### src/rtl/harv_dmem_wb_bridge_if.sv
// Bus bundles for the HARV data-memory bridge: the core request/grant port
// and the single-master Wishbone classic data_mem bus.
interface harv_dmem_if #(
  parameter int unsigned ADDR_WIDTH = 32
);
  logic                  req;
  logic                  wren;
  logic [1:0]            ben;
  logic                  usgn;
  logic [ADDR_WIDTH-1:0] addr;
  logic [31:0]           wdata;
  logic                  gnt;
  logic                  err;
  logic [31:0]           rdata;

  modport master (
    output req, wren, ben, usgn, addr, wdata,
    input  gnt, err, rdata
  );

  modport slave (
    input  req, wren, ben, usgn, addr, wdata,
    output gnt, err, rdata
  );
endinterface

interface harv_wb_if #(
  parameter int unsigned ADDR_WIDTH = 32
);
  logic                  cyc;
  logic                  stb;
  logic                  we;
  logic [3:0]            sel;
  logic [ADDR_WIDTH-1:0] addr;
  logic [31:0]           wdata;
  logic [31:0]           rdata;
  logic                  ack;

  modport master (
    output cyc, stb, we, sel, addr, wdata,
    input  rdata, ack
  );

  modport slave (
    input  cyc, stb, we, sel, addr, wdata,
    output rdata, ack
  );
endinterface

### src/rtl/harv_dmem_wb_bridge.sv
// Converts HARV dmem request/grant accesses into Wishbone classic cycles with
// lane steering, load extension, misalignment detection and ack timeout.
module harv_dmem_wb_bridge #(
  parameter int unsigned TIMEOUT_CYCLES = 255,
  parameter int unsigned ADDR_WIDTH     = 32
) (
  input  logic       clk_i,
  input  logic       rstn_i,
  harv_dmem_if.slave dmem,
  harv_wb_if.master  wb
);

  localparam int unsigned CNT_W = $clog2(TIMEOUT_CYCLES + 1);
  localparam logic [CNT_W-1:0] CNT_LAST = CNT_W'(TIMEOUT_CYCLES - 1);

  typedef enum logic [1:0] {
    IDLE,
    BUS,
    RESP
  } state_t;

  function automatic logic is_misaligned(input logic [1:0] ben, input logic [1:0] off);
    if (ben[1]) return off != 2'b00;
    if (ben[0]) return off[0];
    return 1'b0;
  endfunction

  function automatic logic [3:0] lane_sel(input logic [1:0] ben, input logic [1:0] off);
    if (ben[1]) return 4'b1111;
    if (ben[0]) return 4'b0011 << off;
    return 4'b0001 << off;
  endfunction

  function automatic logic [31:0] lane_data(input logic [1:0] ben, input logic [31:0] wdata);
    if (ben[1]) return wdata;
    if (ben[0]) return {2{wdata[15:0]}};
    return {4{wdata[7:0]}};
  endfunction

  // Shift the addressed lane down to bit 0, then extend to 32 bits.
  function automatic logic [31:0] load_extend(input logic [31:0] word, input logic [1:0] off,
                                              input logic [1:0] ben, input logic usgn);
    logic [31:0]        lane;
    logic signed [15:0] half_s;
    logic signed [7:0]  byte_s;
    lane   = word >> {off, 3'b000};
    half_s = signed'(lane[15:0]);
    byte_s = signed'(lane[7:0]);
    if (ben[1]) return word;
    if (ben[0]) return usgn ? {16'h0000, lane[15:0]} : 32'(half_s);
    return usgn ? {24'h000000, lane[7:0]} : 32'(byte_s);
  endfunction

  state_t                state;
  logic [CNT_W-1:0]      cnt;
  logic                  cyc_q;
  logic                  we_q;
  logic [3:0]            sel_q;
  logic [ADDR_WIDTH-1:0] addr_q;
  logic [31:0]           wdata_q;
  logic [1:0]            off_q;
  logic [1:0]            ben_q;
  logic                  usgn_q;
  logic                  gnt_q;
  logic                  err_q;
  logic [31:0]           rdata_q;

  always_ff @(posedge clk_i or negedge rstn_i) begin
    if (!rstn_i) begin
      state   <= IDLE;
      cnt     <= '0;
      cyc_q   <= 1'b0;
      we_q    <= 1'b0;
      sel_q   <= 4'b0000;
      addr_q  <= '0;
      wdata_q <= 32'h0;
      off_q   <= 2'b00;
      ben_q   <= 2'b00;
      usgn_q  <= 1'b0;
      gnt_q   <= 1'b0;
      err_q   <= 1'b0;
      rdata_q <= 32'h0;
    end else begin
      case (state)
        IDLE: begin
          if (dmem.req) begin
            if (is_misaligned(dmem.ben, dmem.addr[1:0])) begin
              // Rejected without touching the bus; a failed load reads as zero.
              state <= RESP;
              gnt_q <= 1'b1;
              err_q <= 1'b1;
              if (!dmem.wren) rdata_q <= 32'h0;
            end else begin
              state   <= BUS;
              cnt     <= '0;
              cyc_q   <= 1'b1;
              we_q    <= dmem.wren;
              sel_q   <= lane_sel(dmem.ben, dmem.addr[1:0]);
              addr_q  <= {dmem.addr[ADDR_WIDTH-1:2], 2'b00};
              wdata_q <= lane_data(dmem.ben, dmem.wdata);
              off_q   <= dmem.addr[1:0];
              ben_q   <= dmem.ben;
              usgn_q  <= dmem.usgn;
            end
          end
        end

        BUS: begin
          // An ack in the last counted cycle takes priority over the timeout.
          if (wb.ack) begin
            state <= RESP;
            cyc_q <= 1'b0;
            gnt_q <= 1'b1;
            err_q <= 1'b0;
            if (!we_q) rdata_q <= load_extend(wb.rdata, off_q, ben_q, usgn_q);
          end else if (cnt == CNT_LAST) begin
            state <= RESP;
            cyc_q <= 1'b0;
            gnt_q <= 1'b1;
            err_q <= 1'b1;
            if (!we_q) rdata_q <= 32'h0;
          end else begin
            cnt <= cnt + 1'b1;
          end
        end

        RESP: begin
          state <= IDLE;
          cnt   <= '0;
          gnt_q <= 1'b0;
          err_q <= 1'b0;
        end

        default: begin
          state <= IDLE;
          cyc_q <= 1'b0;
          gnt_q <= 1'b0;
          err_q <= 1'b0;
        end
      endcase
    end
  end

  assign wb.cyc     = cyc_q;
  assign wb.stb     = cyc_q;
  assign wb.we      = we_q;
  assign wb.sel     = sel_q;
  assign wb.addr    = addr_q;
  assign wb.wdata   = wdata_q;
  assign dmem.gnt   = gnt_q;
  assign dmem.err   = err_q;
  assign dmem.rdata = rdata_q;

endmodule

### src/flat_wrapper.sv
// flat-port wrapper written by rule: the top's interface ports become plain ports
module harv_dmem_wb_bridge_flat 
#(
  parameter int unsigned TIMEOUT_CYCLES = 255,
  parameter int unsigned ADDR_WIDTH     = 32
)
  (clk_i, rstn_i, dmem_req, dmem_wren, dmem_ben, dmem_usgn, dmem_addr, dmem_wdata, dmem_gnt, dmem_err, dmem_rdata, wb_cyc, wb_stb, wb_we, wb_sel, wb_addr, wb_wdata, wb_rdata, wb_ack);
  harv_dmem_if #(.ADDR_WIDTH(ADDR_WIDTH)) dmem_i ();
  harv_wb_if #(.ADDR_WIDTH(ADDR_WIDTH)) wb_i ();
  input  logic clk_i;
  input  logic rstn_i;
  input wire logic [$bits(dmem_i.req)-1:0] dmem_req;
  input wire logic [$bits(dmem_i.wren)-1:0] dmem_wren;
  input wire logic [$bits(dmem_i.ben)-1:0] dmem_ben;
  input wire logic [$bits(dmem_i.usgn)-1:0] dmem_usgn;
  input wire logic [$bits(dmem_i.addr)-1:0] dmem_addr;
  input wire logic [$bits(dmem_i.wdata)-1:0] dmem_wdata;
  output wire logic [$bits(dmem_i.gnt)-1:0] dmem_gnt;
  output wire logic [$bits(dmem_i.err)-1:0] dmem_err;
  output wire logic [$bits(dmem_i.rdata)-1:0] dmem_rdata;
  output wire logic [$bits(wb_i.cyc)-1:0] wb_cyc;
  output wire logic [$bits(wb_i.stb)-1:0] wb_stb;
  output wire logic [$bits(wb_i.we)-1:0] wb_we;
  output wire logic [$bits(wb_i.sel)-1:0] wb_sel;
  output wire logic [$bits(wb_i.addr)-1:0] wb_addr;
  output wire logic [$bits(wb_i.wdata)-1:0] wb_wdata;
  input wire logic [$bits(wb_i.rdata)-1:0] wb_rdata;
  input wire logic [$bits(wb_i.ack)-1:0] wb_ack;
  assign dmem_i.req = dmem_req;
  assign dmem_i.wren = dmem_wren;
  assign dmem_i.ben = dmem_ben;
  assign dmem_i.usgn = dmem_usgn;
  assign dmem_i.addr = dmem_addr;
  assign dmem_i.wdata = dmem_wdata;
  assign dmem_gnt = dmem_i.gnt;
  assign dmem_err = dmem_i.err;
  assign dmem_rdata = dmem_i.rdata;
  assign wb_cyc = wb_i.cyc;
  assign wb_stb = wb_i.stb;
  assign wb_we = wb_i.we;
  assign wb_sel = wb_i.sel;
  assign wb_addr = wb_i.addr;
  assign wb_wdata = wb_i.wdata;
  assign wb_i.rdata = wb_rdata;
  assign wb_i.ack = wb_ack;
  harv_dmem_wb_bridge #(.TIMEOUT_CYCLES(TIMEOUT_CYCLES), .ADDR_WIDTH(ADDR_WIDTH)) u_core (.clk_i(clk_i), .rstn_i(rstn_i), .dmem(dmem_i), .wb(wb_i));
endmodule
### config.mk
export PLATFORM = sky130hd
export DESIGN_NAME = harv_dmem_wb_bridge_flat
export DESIGN_NICKNAME = d
export VERILOG_FILES = /design/src/rtl/harv_dmem_wb_bridge_if.sv /design/src/rtl/harv_dmem_wb_bridge.sv /design/src/flat_wrapper.sv
export SDC_FILE = /design/constraint.sdc
export NUM_CORES = 1
export LEC_CHECK = 0
export CAP_MARGIN = 0
export CORE_MARGIN = 2
export CORE_UTILIZATION = 48
export CTS_CLUSTER_SIZE = 25
export DETAILED_ROUTE_END_ITERATION = 16
export PLACE_DENSITY = 0.92
export SLEW_MARGIN = 20
export SYNTH_ARGS = -nofsm -noshare
export SYNTH_HDL_FRONTEND = slang
export SYNTH_SLANG_ARGS = --single-unit
### constraint.sdc
create_clock -name clk_i -period 3 [get_ports clk_i]
set_input_delay 0.6 -clock clk_i [delete_from_list [all_inputs] [get_ports clk_i]]
set_output_delay 0.6 -clock clk_i [all_outputs]
set_load 0.005 [all_outputs]
Word level (Yosys, flattened, before mapping):

Index checks and enable logic that the tools add are counted.

* flip-flop bits (word level): 117
* input bits: 104
* logic and storage cells: 113

* add/sub/neg operators: 1
* equality and inequality tests: 11
* shift-type cells: 3
* mux-type cells: 73
* bitwise gates (word level): 2
* reductions and logical operators: 10

Operators with widths (number)
* two-way mux 32 bit: 17
* case mux 32 bit (2 select lines): 1
* two-way mux 1 bit: 38
* two-way mux 8 bit: 4
* >> shifter 32 x 5 -> 16 bit: 1
* case mux 8 bit (3 select lines): 1
* two-way mux 4 bit: 4
* inequality test 2 bit (second input constant): 6
* adder 8 x 1 -> 8 bit (second input constant): 1
* equality test 8 bit (second input constant): 1
* two-way mux 2 bit: 4
* AND reduction 3 bit: 2
* AND reduction 6 bit: 1
* AND reduction 5 bit: 1
* case mux 1 bit (2 select lines): 2
* case mux 2 bit (2 select lines): 1
* AND reduction 4 bit: 1
* nonzero test 2 bit: 2
* << shifter 1 x 2 -> 4 bit (first input constant): 1
* << shifter 2 x 2 -> 4 bit (first input constant): 1
* inequality test 3 x 2 -> 1 bit (second input constant): 1
* case mux 1 bit (3 select lines): 1
* nonzero test 3 bit: 1
* equality test 2 x 1 -> 1 bit (second input constant): 1
* 5 further kinds: 6

Depth between registers and ports, before layout:

* word-level depth: 19
* depth in mapped cells: 7

Least setup slack after synthesis:

No wires, ideal clock.

* kind: input to register
* start point: input port dmem_ben[1]
* end point: register u_core.addr_q[28] (netlist: u_core.wb.addr[28])
* arrival: 1.767 ns
* path slack: 1.109 ns
* cell stages on the path: 6
* path buffers: 3
* path through: buf_2 > a21oi_1 > o211ai_1 > buf_2 > buf_2 > mux2_2

* cells in the longest elaborated chain, start to end: 8

Ends and longest elaborated chain
* start, declared: line flat_wrapper.sv:14 `input wire logic [$bits(dmem_i.ben)-1:0] dmem_ben;`
* two-way mux 1 bit: line harv_dmem_wb_bridge.sv:23 `if (ben[1]) return off != 2'b00;`
* two-way mux 1 bit: line harv_dmem_wb_bridge.sv:86 `if (dmem.req) begin`
* two-way mux 1 bit: line harv_dmem_wb_bridge.sv:84 `case (state)`
* two-way mux 1 bit: line harv_dmem_wb_bridge.sv:24 `if (ben[0]) return off[0];`
* two-way mux 1 bit: line harv_dmem_wb_bridge.sv:86
* two-way mux 1 bit: line harv_dmem_wb_bridge.sv:84
* inverter 1 bit (no source line)
* AND reduction 3 bit (no source line)
* end signal, assigned: line harv_dmem_wb_bridge.sv:99 `addr_q <= {dmem.addr[ADDR_WIDTH-1:2], 2'b00};`
* end, declared: line harv_dmem_wb_bridge.sv:59 `logic [ADDR_WIDTH-1:0] addr_q;`

Every way passes these cells. The select of a mux whose other input is x is not followed.
A chain may end at the register's enable or synchronous reset.

Final worst setup path:

* start point: register u_core.cnt[0]
* end point: register u_core.rdata_q[21] (netlist: u_core.dmem.rdata[21])

* cells in the longest elaborated chain, start to end: 3

Ends and longest elaborated chain
* start, declared: line harv_dmem_wb_bridge.sv:55 `logic [CNT_W-1:0] cnt;`
* start signal, assigned: line harv_dmem_wb_bridge.sv:123 `cnt <= cnt + 1'b1;`
* equality test 8 bit: line harv_dmem_wb_bridge.sv:116 `end else if (cnt == CNT_LAST) begin`
* inequality test 3 x 2 -> 1 bit (no source line)
* AND reduction 6 bit (no source line)
* end signal, assigned: line harv_dmem_wb_bridge.sv:115 `if (!we_q) rdata_q <= load_extend(wb.rdata, off_q, ben_q, usgn_q);`
* end, declared: line harv_dmem_wb_bridge.sv:66 `logic [31:0] rdata_q;`

Every way passes these cells.

==> results.ini <==
[sta]
timing.final.crit_share_pct=76.39
min_period_ns=2.292
hold_viol=0
worst_pin_slew_ns=0.8262
finalSetupViolations=0
setup_ws_ns=0.7084
fin_skew_ns=0.007050
finalSetupTns_ns=0
drv_slew=0
fmax_ghz=0.4364
rsz0062_at_grt=false
slew_headroom_pct=44.51

[synthesis]
synthFlopType=dfrtp_1
netlist_area_mm2=0.005560
synthArstFlopShare_pct=100.0
synth_cell_type_count=46
synth-seq-area-share_pct=52.66
synth-edff-count=0
synth_top_area_share_pct=52.66
synthTopCellsByArea=dfrtp_1, mux2_2, mux2i_1
yosysWarnings=0
yosys.area.top_type=dfrtp_1
ys_seq_elements=117
avgSynthCellArea_um2=11.54
syn_inst=482

[drt]
drc=0
drtPass1Iterations=5
viasPerCell=5.678
via_count=4758
drtAntennaViolNets=0
detail_route.wl_per_cell_um=18.85
wirelength_um=15790
initialDrtViolationCount=265

[floorplan]
start_util_pct=48.91
core_area_mm2=0.01137
fp.dieW_um=111.6
dieArea_mm2=0.01246
die_h_um=111.6
fp-row-count=39
ios=209

[global_routing]
grt_pass1_wl_um=25350
grt.overflow.total=0
grtUsageTotal_pct=25.44
grt_pass1_vias=4895
antenna_found_initial=0
grt_max_degree=84

[cts]
clk_pin_slew_ns=0.05
clockBufferDepth=2
h-tree-depth=4
cts_hold_buffers=0
cts_root_buf=clkbuf_16
cts_made_buffers=17
insertion_delay_ns=0.39
cts_tree=yes
cts_resized=0
post-cts-setup-buffer-count=0
cts.sinks=117

[placement]
dp_hpwl_um=11190
io_buffer_count=206
pre_cts_ws_ns=0.3496
gp_congestion=0.8782

[pwr]
ir_drop_mv=0.5212
leakage_nw=3.607
p_per_area_mw_per_mm2=978.3

[setup_path]
worst-endpoint-arrival_ns=2.57
crit_path_end_kind=register
reg2reg_to=u_core.dmem.rdata[21]
required_ns=3.28
path_max_fanout=27
r2r_cells=6
rrSetupSlack_ns=0.71
critPathLaunchType=register
worstSetupPathType=register to register
r2r_start=u_core.cnt[0]

[min_path]
hold_class=input port to asynchronous set/reset pin

[run]
drv_cap=0

[final_layout]
area_delta_synth_final_pct=50.52
seqCellArea_mm2=0.002928
multiInputGateArea_mm2=0.002419
num_antenna_cells=0
nets=789
drive_above_1_share_pct=13.67
filler_cell_count=755

[outcome]
outcome=complete, no violations

-- cells in the final DEF (no fill, tap or decap), drive strengths merged, types with 6 or more instances in the layout --
| cell type | count |
|---|---|
| o31ai | 10 |
| dfrtp | 117 |
| a221o | 16 |
| inv | 12 |
| nand3 | 6 |
| nor2 | 30 |
| o21ai | 32 |
| nor2b | 12 |
| nand2 | 34 |
| buf | 11 |
| clkdlybuf4s50 | 205 |
| o221ai | 7 |
| mux2 | 47 |
| a2bb2oi | 7 |
| nand2b | 10 |
| clkbuf | 22 |
| a21oi | 23 |
| mux2i | 41 |
| a32o | 7 |
-- layout make-up --
type                            instances  area share [%]
Sequential cell                       117           34.98
Clock buffer                           22           5.546
Timing Repair Buffer                  216           25.80
Inverter                               12          0.5382
Clock inverter                          9           2.093
Multi-Input combinational cell        319           28.90
Tap cell                              143           2.138
-- where the power goes --
group / internal, mW / switching (mW)
combinational: 1.97 / 1.24
sequential: 2.28 / 0.514
clock: 1.51 / 0.679
-- cell families (layout without fill, tap and decap cells) --
| group | Yosys count | after routing | synth area share (%) |
|---|---|---|---|
| AND/OR/NAND/NOR | 108 | 108 | 10.35 |
| XOR/XNOR | 1 | 1 | 0.1575 |
| AO/OA/AOI/OAI | 118 | 118 | 15.35 |
| adder cells (fa/ha/maj) | 2 | 2 | 0.4500 |
| buffers and inverters | 47 | 259 | 4.073 |
| multiplexers | 88 | 88 | 16.90 |
| flip-flops | 117 | 117 | 52.66 |
| other | 1 | 2 | 0.06744 |
-- state kept, by name, summed over array words and instances, names as in the netlist, 2 cells and up --
register and cells:
u_core.off_q 2, u_core.state 2, u_core.ben_q 2, u_core.wb.addr 30
u_core.dmem.rdata 32, u_core.wb.wdata 32, u_core.cnt 8, u_core.wb.sel 4
-- synth_stat cells, types with 2 or more instances --
cell	n
dfrtp_1	117
mux2_2	47
mux2i_1	41
nand2_1	34
o21ai_0	31
nor2_1	29
a21oi_1	23
buf_2	19
a221o_1	16
inv_1	12
nor2b_1	12
nand2b_1	10
o31ai_1	10
clkbuf_1	8
a2bb2oi_1	7
a32o_1	7
buf_4	7
o221ai_1	7
nand3_1	6
o211ai_1	4
nor3_1	3
or3_1	3
ha_1	2
nand3b_1	2
nand4_4	2
nor3b_1	2
o21ba_2	2
-- layer usage --
metal  vias up  share of wire [%]  GRT usage (%)
li1       2162                  -              -
met1      2339                 38          29.68
met2       220                 52          44.85
met3        37                7.3          7.458
met4         0                2.3          8.724
met5         -                  0              0
-- per-stage QoR --
stage	util (%)	std cells	instance area, um2	hold WS, ns	total power, mW
after CTS	73.53	838	8361	0.2209	8.213
after global routing	73.61	838	8369	0.2346	8.605
final	73.61	838	8369	0.2084	8.188
after detailed placement	67.91	807	7721	0.4665	5.965
after global placement	67.91	807	7721	0.4613	5.794
after floorplan	-	483	5564	0.3044	4.106
-- worst max-delay path, stage by stage (launching register included) --
cell and delay, ns:
dfrtp_1 0.43, inv_1 0.11, ha_1 0.15, nand3_1 0.15, o21ai_4 0.38, nand4_4 0.45, a221o_1 0.49
-- worst max path at each step --
stage / from / slack (ns) / end
2_1_floorplan: dmem_ben[1] / 1.11 / u_core.wb.addr[28]
3_3_place_gp: dmem_ben[1] / 0.48 / u_core.wb.addr[16]
3_5_place_dp: wb_ack / 0.35 / u_core.dmem.rdata[29]
4_1_cts: wb_ack / 0.72 / u_core.dmem.rdata[21]
5_1_grt: u_core.cnt[0] / 0.55 / u_core.dmem.rdata[20]
6_report: u_core.cnt[0] / 0.71 / u_core.dmem.rdata[21]
Power figures use the tool's default switching activity.
